### src/rtl/hms_updown_timer_pkg.sv
// Shared time definitions for the hms timer: BCD digit widths, tens limits,
// field offsets on the packed hms bus and a load-legality helper.
package hms_updown_timer_pkg;

  localparam int DIGIT_W   = 4;
  localparam int PAIR_W    = 2 * DIGIT_W;
  localparam int SEC10_MAX = 5;
  localparam int MIN10_MAX = 5;

  localparam int S1_LSB  = 0;
  localparam int S10_LSB = 4;
  localparam int M1_LSB  = 8;
  localparam int M10_LSB = 12;
  localparam int H1_LSB  = 16;
  localparam int H10_LSB = 20;
  localparam int SEC_LSB  = S1_LSB;
  localparam int MIN_LSB  = M1_LSB;
  localparam int HOUR_LSB = H1_LSB;

  // Legal when every digit is decimal, tens of s/m fit 0..5, hours < hour_mod.
  function automatic logic bcd_legal(input logic [23:0] v, input int hour_mod);
    logic ok;
    int   hours;
    ok = 1'b1;
    for (int i = 0; i < 6; i++) begin
      if (v[i*DIGIT_W +: DIGIT_W] > 4'd9) ok = 1'b0;
    end
    if (int'(v[S10_LSB +: DIGIT_W]) > SEC10_MAX) ok = 1'b0;
    if (int'(v[M10_LSB +: DIGIT_W]) > MIN10_MAX) ok = 1'b0;
    hours = int'(v[H10_LSB +: DIGIT_W]) * 10 + int'(v[H1_LSB +: DIGIT_W]);
    if (hours >= hour_mod) ok = 1'b0;
    return ok;
  endfunction

endpackage

### src/rtl/hms_updown_timer_bcd_mod_pair.sv
// Two-digit BCD modulo counter (tens/ones) counting up or down, with a
// combinational wrap flag that doubles as the carry/borrow to the next pair.
module hms_updown_timer_bcd_mod_pair
  import hms_updown_timer_pkg::*;
#(
  parameter int MOD = 60
) (
  input  logic              clk,
  input  logic              rst,
  input  logic              en,
  input  logic              dir,
  input  logic              ld,
  input  logic [PAIR_W-1:0] ld_val,
  output logic [PAIR_W-1:0] pair,
  output logic              wrap,
  output logic              is_zero
);

  localparam logic [DIGIT_W-1:0] TOP_T = DIGIT_W'((MOD - 1) / 10);
  localparam logic [DIGIT_W-1:0] TOP_O = DIGIT_W'((MOD - 1) % 10);

  logic [DIGIT_W-1:0] tens, ones, tens_nxt, ones_nxt;
  logic               at_top;

  assign pair    = {tens, ones};
  assign at_top  = (tens == TOP_T) && (ones == TOP_O);
  assign is_zero = (tens == '0) && (ones == '0);
  assign wrap    = en && (dir ? is_zero : at_top);

  always_comb begin
    tens_nxt = tens;
    ones_nxt = ones;
    if (ld) begin
      tens_nxt = ld_val[PAIR_W-1 -: DIGIT_W];
      ones_nxt = ld_val[DIGIT_W-1:0];
    end else if (en && !dir) begin
      if (at_top) begin
        tens_nxt = '0;
        ones_nxt = '0;
      end else if (ones == 4'd9) begin
        tens_nxt = tens + 4'd1;
        ones_nxt = '0;
      end else begin
        ones_nxt = ones + 4'd1;
      end
    end else if (en && dir) begin
      if (is_zero) begin
        tens_nxt = TOP_T;
        ones_nxt = TOP_O;
      end else if (ones == '0) begin
        tens_nxt = tens - 4'd1;
        ones_nxt = 4'd9;
      end else begin
        ones_nxt = ones - 4'd1;
      end
    end
  end

  always_ff @(posedge clk or posedge rst) begin
    if (rst) begin
      tens <= '0;
      ones <= '0;
    end else begin
      tens <= tens_nxt;
      ones <= ones_nxt;
    end
  end

endmodule

### src/rtl/hms_updown_timer.sv
// Hours:minutes:seconds up/down timekeeper with inline usec/sec prescaler,
// validated BCD load, registered roll-over pulses and a down-count done flag.
module hms_updown_timer
  import hms_updown_timer_pkg::*;
#(
  parameter int CLK_PER_USEC = 100,
  parameter int USEC_PER_SEC = 1000000,
  parameter int HOUR_MOD     = 24
) (
  input  logic        clk,
  input  logic        reset_p,
  input  logic        run,
  input  logic        mode,
  input  logic        load,
  input  logic [23:0] set_hms,
  output logic [23:0] hms,
  output logic        tick_sec,
  output logic        min_pulse,
  output logic        hour_pulse,
  output logic        day_pulse,
  output logic        done,
  output logic        load_err
);

  localparam int UW = $clog2(CLK_PER_USEC);
  localparam int SW = (USEC_PER_SEC > 1) ? $clog2(USEC_PER_SEC) : 1;
  localparam logic [UW-1:0] USEC_LAST = UW'(CLK_PER_USEC - 1);
  localparam logic [SW-1:0] SEC_LAST  = SW'(USEC_PER_SEC - 1);
  localparam int SEC_MOD = (SEC10_MAX + 1) * 10;
  localparam int MIN_MOD = (MIN10_MAX + 1) * 10;

  logic [UW-1:0]     usec_cnt;
  logic [SW-1:0]     sec_cnt;
  logic              legal, load_ok, tick, advance, hold_zero;
  logic              all_zero, one_left;
  logic [PAIR_W-1:0] sec_pair, min_pair, hour_pair;
  logic              sec_wrap, min_wrap, hour_wrap;
  logic              sec_zero, min_zero, hour_zero;

  assign legal     = bcd_legal(set_hms, HOUR_MOD);
  assign load_ok   = load && legal;
  // A load of either kind swallows a coinciding prescaler tick.
  assign tick      = run && !load && (usec_cnt == USEC_LAST) && (sec_cnt == SEC_LAST);
  assign all_zero  = sec_zero && min_zero && hour_zero;
  assign one_left  = min_zero && hour_zero && (sec_pair == 8'h01);
  // Expired down count stays parked at zero; no borrow into 23:59:59.
  assign hold_zero = mode && (all_zero || done);
  assign advance   = tick && !hold_zero;
  assign hms       = {hour_pair, min_pair, sec_pair};

  always_ff @(posedge clk or posedge reset_p) begin
    if (reset_p) begin
      usec_cnt <= '0;
      sec_cnt  <= '0;
    end else if (load_ok) begin
      usec_cnt <= '0;
      sec_cnt  <= '0;
    end else if (run && !load) begin
      if (usec_cnt == USEC_LAST) begin
        usec_cnt <= '0;
        sec_cnt  <= (sec_cnt == SEC_LAST) ? '0 : sec_cnt + SW'(1);
      end else begin
        usec_cnt <= usec_cnt + UW'(1);
      end
    end
  end

  hms_updown_timer_bcd_mod_pair #(.MOD(SEC_MOD)) u_sec (
    .clk(clk), .rst(reset_p), .en(advance), .dir(mode), .ld(load_ok),
    .ld_val(set_hms[SEC_LSB +: PAIR_W]), .pair(sec_pair), .wrap(sec_wrap),
    .is_zero(sec_zero)
  );

  hms_updown_timer_bcd_mod_pair #(.MOD(MIN_MOD)) u_min (
    .clk(clk), .rst(reset_p), .en(sec_wrap), .dir(mode), .ld(load_ok),
    .ld_val(set_hms[MIN_LSB +: PAIR_W]), .pair(min_pair), .wrap(min_wrap),
    .is_zero(min_zero)
  );

  hms_updown_timer_bcd_mod_pair #(.MOD(HOUR_MOD)) u_hour (
    .clk(clk), .rst(reset_p), .en(min_wrap), .dir(mode), .ld(load_ok),
    .ld_val(set_hms[HOUR_LSB +: PAIR_W]), .pair(hour_pair), .wrap(hour_wrap),
    .is_zero(hour_zero)
  );

  always_ff @(posedge clk or posedge reset_p) begin
    if (reset_p) begin
      tick_sec   <= 1'b0;
      min_pulse  <= 1'b0;
      hour_pulse <= 1'b0;
      day_pulse  <= 1'b0;
      load_err   <= 1'b0;
      done       <= 1'b0;
    end else begin
      tick_sec   <= tick;
      min_pulse  <= sec_wrap;
      hour_pulse <= min_wrap;
      day_pulse  <= hour_wrap && !mode;
      load_err   <= load && !legal;
      if (load_ok || !mode)
        done <= 1'b0;
      else if (tick && (all_zero || one_left))
        done <= 1'b1;
    end
  end

endmodule

### config.mk
export PLATFORM = sky130hd
export DESIGN_NAME = hms_updown_timer
export DESIGN_NICKNAME = d
export VERILOG_FILES = /design/src/rtl/hms_updown_timer_pkg.sv /design/src/rtl/hms_updown_timer_bcd_mod_pair.sv /design/src/rtl/hms_updown_timer.sv
export SDC_FILE = /design/constraint.sdc
export NUM_CORES = 1
export LEC_CHECK = 0
export BUFFER_PORTS_ARGS = -buffer_cell sky130_fd_sc_hd__buf_2
export CORE_UTILIZATION = 45
export CTS_CLUSTER_SIZE = 12
export DETAILED_ROUTE_END_ITERATION = 16
export GPL_TIMING_DRIVEN = 0
export PLACE_DENSITY_LB_ADDON = 0.05
export SLEW_MARGIN = 15
export SYNTH_ARGS = -nofsm -noshare
export SYNTH_HDL_FRONTEND = slang
export SYNTH_SLANG_ARGS = --single-unit
### constraint.sdc
create_clock -name clk -period 6.5 [get_ports clk]
set_clock_uncertainty 0.1 [all_clocks]
set_input_delay 1.3 -clock clk [delete_from_list [all_inputs] [get_ports clk]]
set_output_delay 1.3 -clock clk [all_outputs]
set_load 0.02 [all_outputs]
==> qor.yml, run 1 <==
start_util_pct: 46.1
holdWs_ps: 465
r2r_start: "usec_cnt[0]"
arrival_ps: 4690
area_growth_pct: 14.3
final_common_cell: "buf_2"
cts_made_buffers: 9
ys_ff_latch: 57
ctsHoldBuffers: 0
fmax_ghz: 0.219
grt_use_total_pct: 25.6
seq_area_frac_synth_pct: 30.1
path_clk_slew_ps: 70
cts_root_buffer: "clkbuf_8"
cts_setup_buffers: 0
cts_resized: 0
comb_power_share_pct: 30.7
cp_cell_sequence: "buf_2, ha_1, ha_1, inv_1, fa_1, or4b_1, a2bb2oi_1, a311oi_1, and2_1, clkbuf_1, buf_2, buf_2, o21ai_0"
swShare_pct: 37.2
syn_nets: 639
cts_tree: "done"
drc: 0
die_h_microns: 105
async_flop_share_pct: 100
worst_slack_ps: 1930
hp-start: "usec_cnt[1]"
nNetsFinal: 709
endpoint_kind: "register"
antennaDiodeCount: 0
post_dp_cell_area_sq_um: 5220
vdd_drop_max_mv: 0.113
ys_types: 74
drive_above_1_share_pct: 16.6
cts_buffer_depth: 2
core_sq_um: 10300
crit_path_start_kind: "input port"
synth_warnings: 0
synth_top_area_share_pct: 30.1
gp_congestion: 0.866
detail-route-antenna-nets: 0
synthesis.area_sq_um: 4730
finish.instance_area_sq_um: 5410
synthTopCellsByArea: "dfrtp_1 30%, ha_1 5.8%, o21ai_0 5.5%"
core.rowCount: 37
hp-class: "register to register"
drv_cap: 0
power.density_nw_per_um2: 209
required_ps: 6620
rsz0062_at_grt: "no"
critical-path-top-cell-by-count: "buf_2"
routed-via-count: 4731
leakage_uw: 0.00247
synth_cells: 586
dp_hpwl_microns: 10100
finalSetupViolations: 0
post-route-min-period_ps: 4570
fin_crit_sh_pct: 70.3
ys.flop_type: "dfrtp_1"
clkPwrFrac_pct: 30.0
initialDrtViolationCount: 297
power_switching_uw: 422
antenna_found_initial: 0
slew_viol_final: 0
io_pins: 59
layout_common_cells: "68 x buf_2, 57 x nand2_1, 57 x dfrtp_1"
internal_power_uw: 711
io_buffers: 58
grt_max_degree: 39
seqPwrFrac_pct: 39.3
hold_viol_final: 0
tns_ps: 0
final_util_pct: 52.7
via_per_inst: 5.94
synth.avg_cell_area_sq_um: 8.08
worstPathMaxFanout: 10
slowest_delay_ps: 480
routedWlPerCell_microns: 16.9
outcome: "completed"
crit_slowest_cell: "or4b_1"
h-tree-depth: 3
wirelength_microns: 13500
grt_pass1_wl_microns: 22100
criticalPathCategory: "input port to register"
dr.pass1.iters: 5
dieArea_sq_um: 10900
preCtsSetupSlack_ps: 1510
worst_pin_slew_ps: 1010
grt.overflow.total: 0
synth_top_area_cell: "dfrtp_1"
relSlewSlack_pct: 32.3
cts_num_sinks: 57
startpoint: "set_hms[23]"
grt_pass1_vias: 4517
die_width_microns: 105
synth_edf_count: 0
clk-insertion-delay-late_ps: 360
==> through the flow <==
stage	instances	total power (uW)
finish	797	1130
global route	797	1210
CTS	797	1140
detailed placement	781	796
global placement	780	787
floorplan	586	698
==> synth_stat cells (3+ instances only) <==
cell type and number:
nor4b_1 4, or3_1 8, nand2_1 57, clkbuf_1 15, nor4bb_1 3, nor4_1 8, and3_1 13, nor2_1 43
o21a_1 4, a31oi_1 11, inv_1 33, ha_1 22, or4_1 4, mux2i_1 8, a21o_1 5, nor3_1 18
and2_1 9, xnor2_1 9, nor2b_1 7, and4_1 5, nand2b_1 6, nand4_1 18, nand3_1 33, dfrtp_1 57
xor2_1 7, o31ai_1 9, buf_2 10, mux2_2 4, o211ai_1 6, o21ai_0 52, and3b_1 3, nand3b_1 3
a211oi_1 4, a21oi_1 38
==> layout make-up <==
type                    instances  area, sq um
fillers                      1008         4870
multi-input cells             469         3060
flip-flops and latches         57         1430
repair buffers                 59          310
well taps                     136          170
inverters                      33          126
clock buffers                   9          124
plain buffers                  27          119
clock inverters                 7         71.3
==> path summary, 6_finish.rpt <==
| path | endpoint | slack [ps] | depth (start not counted) |
|---|---|---|---|
| worst max register to register | u_min.ones[3] | 3360 | 8 |
| worst max-delay path | u_hour.ones[1] | 1930 | 13 |
| worst min-delay path | usec_cnt[1] | 470 | 1 |
| worst min register to register | usec_cnt[1] | 470 | 1 |
| min in group asynchronous | sec_cnt[16] | 790 | 2 |
| max in group asynchronous | u_hour.ones[1] | 5010 | 3 |
==> critical path: cells and delay by family <==
family	cells	cell delay, ps
buffers and inverters	5	1170
adder cells (fa/ha/maj)	3	870
AO/OA/AOI/OAI	3	670
AND/OR/NAND/NOR	2	670
==> kinds of logic after synthesis <==
group,Yosys count,synth area share (%)
mux,13,3.12
buf+inv,60,5.13
flops,57,30.1
compound gates,154,20.6
simple gates,262,31.4
fa+ha+maj,24,6.66
xor+xnor,16,2.96
==> per-layer routing <==
metal	share of wire [%]	vias to the layer above	track usage, %
li1	-	2304	-
met1	45	2276	32.8
met2	47	130	43.1
met3	4.9	21	3.49
met4	2.4	0	11.0
met5	0	-	0
==> flip-flops by register name (all words and copies together), names as in the netlist <==
name	count
hour_pulse	1
sec_cnt	20
u_sec.ones	4
min_pulse	1
usec_cnt	7
tick_sec	1
load_err	1
day_pulse	1
u_hour.tens	4
u_hour.ones	4
done	1
u_min.ones	4
u_min.tens	4
u_sec.tens	4
==> power by group through the flow <==
| stage | clock (uW) | combinational (uW) | sequential, uW |
|---|---|---|---|
| floorplan | 0 | 238 | 460 |
| global placement | 0 | 337 | 450 |
| detailed placement | 0 | 345 | 451 |
| CTS | 347 | 346 | 445 |
| global route | 361 | 390 | 454 |
| finish | 340 | 348 | 445 |
(Power assumes the default switching activity.)
==> run 2, diff against run 1 <==
==> constraint.sdc (replaced) <==
create_clock -name clk -period 4.14 [get_ports clk]
set_clock_uncertainty 0.1 [all_clocks]
set_input_delay 0.828 -clock clk [delete_from_list [all_inputs] [get_ports clk]]
set_output_delay 0.828 -clock clk [all_outputs]
set_load 0.02 [all_outputs]
==> qor.yml, run 2 (synthesized netlist as in run 1, its figures left out) <==
grt_max_degree: 39  # unchanged
gp_congestion: 0.866  # unchanged
post-route-min-period_ps: 3880
clk-insertion-delay-late_ps: 360  # about the same
fmax_ghz: 0.258
grt_use_total_pct: 25.6  # unchanged
antennaDiodeCount: 0  # unchanged
reg2reg_depth: 8  # unchanged
start_util_pct: 46.1  # unchanged
largest_reg_flops: 20  # unchanged
hp-class: "input port to asynchronous set/reset pin"
slew_viol_final: 0  # unchanged
outcome: "completed"
cts_num_sinks: 57  # unchanged
largest-register: "sec_cnt"
endpoint_kind: "register"
io_pins: 59  # unchanged
routed-via-count: 4731  # unchanged
r2r_setup_slack_ps: 1000  # -2360 ps
finalSetupViolations: 0  # unchanged
cts_tree: "done"
fillCellCount: 1007  # -0.099%
cts_made_buffers: 9  # unchanged
critical-path-top-delay-family: "compound AO/OA/AOI/OAI gates"
cts_root_buffer: "clkbuf_8"
die_h_microns: 105  # unchanged
h-tree-depth: 3  # unchanged
cts_setup_buffers: 0  # unchanged
grt_pass1_wl_microns: 22100  # unchanged
grt.overflow.total: 0  # unchanged
reg2reg_to: "u_min.ones[3]"
io_buffers: 58  # unchanged
fin_crit_sh_pct: 93.7
detail-route-antenna-nets: 0  # unchanged
startpoint: "set_hms[23]"
worst_pin_slew_ps: 1010  # -0.975 ps
dieArea_sq_um: 10900  # unchanged
initialDrtViolationCount: 271  # -8.8%
final_common_cell: "buf_2"
layout_common_cells: "68 x buf_2, 57 x nand2_1, 57 x dfrtp_1"
grt_pass1_vias: 4514  # -0.066%
core_sq_um: 10300  # unchanged
crit_slowest_cell: "or4b_1"
core.rowCount: 37  # unchanged
die_width_microns: 105  # unchanged
vdd_drop_max_mv: 0.177  # +56%
critical-path-top-cell-by-count: "ha_1"
dp_cells: 781  # unchanged
antenna_found_initial: 0  # unchanged
via_per_inst: 5.94  # +0.13%
drive_above_1_share_pct: 16.8  # +0.18 points
drv_cap: 0  # unchanged
area_growth_pct: 14.3  # about the same
dr.pass1.iters: 5  # unchanged
nNetsFinal: 708  # -0.14%
cts_buffer_depth: 2  # unchanged
r2r_start: "usec_cnt[0]"
holdWs_ps: 317  # -148 ps
fin_cells: 796  # -0.13%
slowest_delay_ps: 480  # about the same
drc: 0  # unchanged
crit_path_start_kind: "input port"
arrival_ps: 3990  # -700 ps
leakage_uw: 0.00246  # about the same
reg_top3: "sec_cnt: 20 flops, usec_cnt: 7 flops"
worstPathMaxFanout: 10  # unchanged
power.density_nw_per_um2: 329  # +57%
cp_cell_sequence: "buf_2, ha_1, ha_1, inv_1, fa_1, or4b_1, a2bb2oi_1, a311oi_1, nand2_1, clkbuf_1, o21ai_0, a21oi_1"
wirelength_microns: 13400  # -0.62%
tns_ps: 0  # unchanged
dp_hpwl_microns: 10100  # unchanged
relSlewSlack_pct: 32.4  # +0.11 points
rsz0062_at_grt: "no"
hold_viol_final: 0  # unchanged
required_ps: 4250  # -2370 ps
path_buf_inv: 3  # -2
routedWlPerCell_microns: 16.8  # -0.50%
path_clk_slew_ps: 70  # about the same
criticalPathCategory: "input port to register"
final_util_pct: 52.6  # about the same
[run 2: where the power goes]
part	switching [uW]	internal [uW]	leakage [uW]	total [uW]
Clock	257	276	0.0000912	533
Sequential	88.0	611	0.000767	699
Combinational	315	229	0.00161	545
[run 2: routing by layer]
layer	share of wire [%]	GRT usage (%)	vias up
met4	2.5	11.0	0
met3	4.6	3.49	22
met2	47	43.1	125
met5	0	0	-
met1	46	32.8	2281
li1	-	-	2303
[run 2: through the flow]
step	setup WS, ps	power (uW)	instance area, sq um
2_1_floorplan	544	1100	4730
3_3_place_gp	-368	1240	5190
3_5_place_dp	-375	1250	5220
4_1_cts	133	1790	5410
5_1_grt	56.4	1890	5410
6_report	259	1780	5410
[run 2: what timing repair did]
item	4_1_cts	5_1_grt
gates resized for setup	0	1
hold buffers	0	0
setup endpoints to repair	1	10
hold endpoints to repair	0	0
[run 2: cell type report]
type | count | area [sq um] | area share (%)
buffer | 26 | 115 | 2.13
sequential | 57 | 1430 | 26.4
timing repair buffer | 59 | 310 | 5.74
clock buffer | 9 | 124 | 2.29
tap | 136 | 170 | 3.15
multi-input combinational | 469 | 3070 | 56.7
inverter | 33 | 126 | 2.34
clock inverter | 7 | 71.3 | 1.32
[run 2: worst max path at each step]
stage | endpoint | cells past startpoint
6_report | u_sec.ones[1] | 12
5_1_grt | u_hour.tens[3] | 13
4_1_cts | u_hour.ones[1] | 12
3_5_place_dp | u_hour.ones[1] | 13
3_3_place_gp | u_hour.ones[1] | 14
2_1_floorplan | u_hour.ones[1] | 12
